==> src/rtl/prog_counter.sv <==
// ============================================================================
// prog_counter : up/down modulus counter with wrap/saturate boundary handling,
// terminal-count pulse and compare. Optional prescaler: COUNTER_PRESCALE_EN.
// Revision 1.0
// ============================================================================
`default_nettype none

module prog_counter #(
  parameter int WIDTH      = 8,
  parameter int PRESCALE_W = 4
) (
  input  logic                  clk,
  input  logic                  rst_n,
  input  logic                  en,
  input  logic                  up,
  input  logic                  clear,
  input  logic                  load,
  input  logic [WIDTH-1:0]      load_val,
  input  logic [WIDTH-1:0]      limit,
  input  logic                  sat,
  input  logic [WIDTH-1:0]      cmp_val,
  input  logic [PRESCALE_W-1:0] prescale_div,
  output logic [WIDTH-1:0]      count,
  output logic                  tc,
  output logic                  cmp_match
);

  localparam logic [WIDTH-1:0] C_ONE = {{(WIDTH-1){1'b0}}, 1'b1};

  logic [WIDTH-1:0] r_count;
  logic             r_tc;
  logic             w_tick;
  logic             w_step;
  logic             w_boundary;
  logic [WIDTH-1:0] w_next;
  logic [WIDTH-1:0] w_load_clamped;

`ifdef COUNTER_PRESCALE_EN
  localparam logic [PRESCALE_W-1:0] C_DIV_ONE = {{(PRESCALE_W-1){1'b0}}, 1'b1};

  logic [PRESCALE_W-1:0] r_div;

  assign w_tick = (r_div == prescale_div);

  // Divider only advances on enabled cycles and restarts whenever count is forced.
  always_ff @(posedge clk) begin
    if (!rst_n || clear || load) begin
      r_div <= '0;
    end else if (en) begin
      r_div <= w_tick ? '0 : (r_div + C_DIV_ONE);
    end
  end
`else
  logic w_unused_prescale;

  assign w_tick            = 1'b1;
  assign w_unused_prescale = ^prescale_div;
`endif

  assign w_step         = en & w_tick;
  assign w_load_clamped = (load_val > limit) ? limit : load_val;

  always_comb begin
    w_boundary = 1'b0;
    w_next     = r_count;
    if (up) begin
      // count >= limit also covers a limit lowered below the current count
      if (r_count >= limit) begin
        w_boundary = 1'b1;
        w_next     = sat ? limit : '0;
      end else begin
        w_next = r_count + C_ONE;
      end
    end else begin
      if (r_count == '0) begin
        w_boundary = 1'b1;
        w_next     = sat ? '0 : limit;
      end else if (r_count > limit) begin
        w_next = limit;
      end else begin
        w_next = r_count - C_ONE;
      end
    end
  end

  always_ff @(posedge clk) begin
    if (!rst_n) begin
      r_count <= '0;
      r_tc    <= 1'b0;
    end else if (clear) begin
      r_count <= '0;
      r_tc    <= 1'b0;
    end else if (load) begin
      r_count <= w_load_clamped;
      r_tc    <= 1'b0;
    end else if (w_step) begin
      r_count <= w_next;
      r_tc    <= w_boundary;
    end else begin
      r_tc    <= 1'b0;
    end
  end

  assign count     = r_count;
  assign tc        = r_tc;
  assign cmp_match = (r_count == cmp_val);

endmodule

`default_nettype wire
==> config.mk <==
export PLATFORM = sky130hd
export DESIGN_NAME = prog_counter
export DESIGN_NICKNAME = d
export VERILOG_FILES = /design/src/rtl/prog_counter.sv
export SDC_FILE = /design/constraint.sdc
export NUM_CORES = 1
export LEC_CHECK = 0
export BUFFER_PORTS_ARGS = -buffer_cell sky130_fd_sc_hd__buf_4
export CORE_AREA = 2 2 74 76
export CTS_CLUSTER_DIAMETER = 80
export DETAILED_ROUTE_END_ITERATION = 8
export DIE_AREA = 0 0 76 78
export SLEW_MARGIN = 25
export SYNTH_ARGS = -nofsm -noshare
export SYNTH_HDL_FRONTEND = slang
export SYNTH_SLANG_ARGS = --single-unit
export TNS_END_PERCENT = 1
==> constraint.sdc <==
create_clock -name clk -period 6.5 [get_ports clk]
set_clock_uncertainty 0.15 [all_clocks]
set_input_delay 0.65 -clock clk [delete_from_list [all_inputs] [get_ports clk]]
set_output_delay 0.65 -clock clk [all_outputs]
set_load 0.02 [all_outputs]
==> flow_summary.yaml <==
sta:
  setup_tns_ns: 0
  rsz0062_at_grt: "no"
  drv_slew: 0
  final.period_utilization_pct: 41.12
  hold_viol: 0
  min_period_ns: 2.673
  max_freq_mhz: 374.1
  setup_viol: 0
  max-slew-margin-rel_pct: 47.20
  tightest_slew_ns: 0.7867
worst_setup_path:
  critPathKind: "reg2reg"
  crit_fanout: 11
  cp-start-kind: "flip-flop"
  critical_path_required_ns: 6.45
  path_buf_inv: 1
  r2r_cells: 8
  crit_path_end_kind: "flip-flop"
  cp_top_family: "compound AO/OA/AOI/OAI gates"
  critical-path-max-stage-delay_ns: 0.57
  worstPathCellList: "inv_1 -> ha_1 -> nand4_1 -> or2_4 -> a311oi_1 -> o41ai_1 -> a32oi_1 -> o211ai_1"
  path_depth: 8
  slowest_stage: "dfxtp_1"
  cp.arrival_ns: 2.62
final_layout:
  final_area_um2: 2112
  register_area_um2: 180.2
  insertedDiodeCount: 0
  fillers: 531
  multi_input_area_um2: 1443
  fin_cells: 330
  drive_above_1_share_pct: 23.46
  syn_to_final_growth_pct: 20.40
  layout.nets: 315
die:
  io_pins: 45
  die_area_um2: 5928
  num_rows: 26
  initial_core_util_pct: 34.79
  core_um2: 5042
  die_w_um: 76
  die_y_um: 78
route:
  detail_route.vias_per_cell: 5.712
  drc: 0
  via_count: 1885
  wl_per_cell_um: 15.55
  drt_iter0_drc: 125
  wirelength_mm: 5.131
  first_pass_iters: 4
  antenna_left: 0
cts:
  holdBufCountCts: 0
  cts_buffers: 3
  clk_path_buf_depth: 2
  post_cts_resized: 0
  cts_tree: "yes"
  h-tree-depth: 1
  clk_pin_slew_worst_paths_ns: 0.05
  root_buffer: "clkbuf_8"
  worstSkewPairLatency_ns: 0.24
  post_cts_buffers: 0
  clock-sinks: 9
yosys:
  synth-seq-cells: 9
  synth.area.top_cells: "ha_1 14%, dfxtp_1 10%, xnor2_1 7.0%"
  syn_avg_cell_area_um2: 7.627
  synth_area_um2: 1754
  synth_edf_count: 0
  synthArstFlopShare_pct: 0
  synth-main-ff-cell: "dfxtp_1"
  synth_top_area_share_pct: 13.55
  synth_common_cells: "19 x ha_1, 16 x nand2_1, 15 x nor2_1"
  synth_warnings: 0
  synth.distinct_cells: 56
  synth.yosys.seq_area_share_pct: 10.27
  synthCells: 230
  yosysMostFrequentCell: "ha_1"
  syn_nets: 284
  yosysTopAreaCell: "ha_1"
pwr:
  p_leak_nw: 0.8327
  vdd_drop_max_mv: 0.04860
  p_per_area_nw_per_um2: 139.0
outcome:
  status: "finished clean"
placement:
  postPlaceCellArea_um2: 2067
  dp_cells: 326
  post-dp-hpwl_mm: 4.207
  gp_congestion: 0.8568
  portBuffers: 40
job:
  drv_cap: 0
hold_path:
  hold-path-cell-count: 3
  hp-class: "in2reg"
grt:
  overflow: 0
  grt_max_degree: 28
  gr-usage-all-layers_pct: 18.01
  grt_antenna_before_repair: 0
  grt_pass1_vias: 1771
  grt_pass1_wl_mm: 8.818
==> cell usage in the layout, fill, tap and decap left out, types with 2 or more instances in the layout <==
cell and n:
buf_4 40, ha_1 19, nand2_1 16, nor2_1 15, inv_1 14, xnor2_1 14, a21oi_1 14, nand4_1 11
o211ai_1 9, dfxtp_1 9, a211oi_1 8, nor3b_1 7, nor3_1 7, a221oi_1 6, o32ai_1 6, nor2b_1 5
nand3_1 5, o31ai_1 4, o21ai_0 4, a31oi_1 3, xor2_1 3, clkbuf_8 3, a21o_1 2, nand2_2 2
a31o_2 2, and3_1 2
==> cells by family after synthesis <==
family                     share of synthesized area, %
AOI/OAI and AO/OA                                 31.24
DFF                                               10.27
adders and majority gates                         13.55
xor gates and xnor gates                          8.488
buffers and inverters                             7.489
muxes                                             1.498
and+or+nand+nor                                   27.46
==> stage by stage <==
stage	total power [mW]	utilization, %	setup WS (ns)	hold WS (ns)
after floorplan	0.1805	-	4.008	0.6321
after global placement	0.2239	40.99	3.651	0.5870
after detailed placement	0.2251	40.99	3.683	0.5895
after CTS	0.2942	41.89	3.839	0.5540
after global routing	0.3173	41.89	3.613	0.5623
final	0.2936	41.89	3.827	0.5499
==> flip-flops by register name, indices dropped and copies added (netlist names) <==
| signal | flops |
|---|---|
| count | 8 |
| tc | 1 |
==> worst reg2reg max path: stages (launching register included) <==
cell and delay [ns]:
dfxtp_1 0.57, inv_1 0.22, ha_1 0.33, nand4_1 0.25, or2_4 0.37, a311oi_1 0.27
o41ai_1 0.11, a32oi_1 0.18, o211ai_1 0.10
==> power breakdown <==
part / switching [mW] / total [mW] / internal (mW)
Clock: 0.0260 / 0.0691 / 0.0431
Sequential: 0.0128 / 0.0716 / 0.0588
Combinational: 0.0836 / 0.153 / 0.0694
Total: 0.122 / 0.294 / 0.171
==> worst paths after layout <==
| path | from | end | slack, ns |
|---|---|---|---|
| min | limit[1] | count[1]$_SDFFE_PP0P_ | 0.55 |
| max | count[0]$_SDFFE_PP0P_ | count[0]$_SDFFE_PP0P_ | 3.83 |
| min reg2reg | count[7]$_SDFFE_PP0P_ | count[7]$_SDFFE_PP0P_ | 0.59 |
| max reg2reg | count[0]$_SDFFE_PP0P_ | count[0]$_SDFFE_PP0P_ | 3.83 |
==> cell type report <==
type                       instances  share of cell area (%)
inverter                          15                   2.666
multi-input combinational        192                   68.31
sequential                         9                   8.531
clock buffer                       4                   2.133
timing repair buffer              40                   14.22
tap                               70                   4.147
==> layer usage <==
| layer | track usage [%] | vias up | share of wire [%] |
|---|---|---|---|
| li1 | - | 946 | - |
| met1 | 24.62 | 847 | 47 |
| met2 | 28.66 | 83 | 43 |
| met3 | 2.558 | 9 | 7.1 |
| met4 | 6.909 | 0 | 2.6 |
| met5 | 0 | - | 0 |
(Power assumes the default switching activity.)
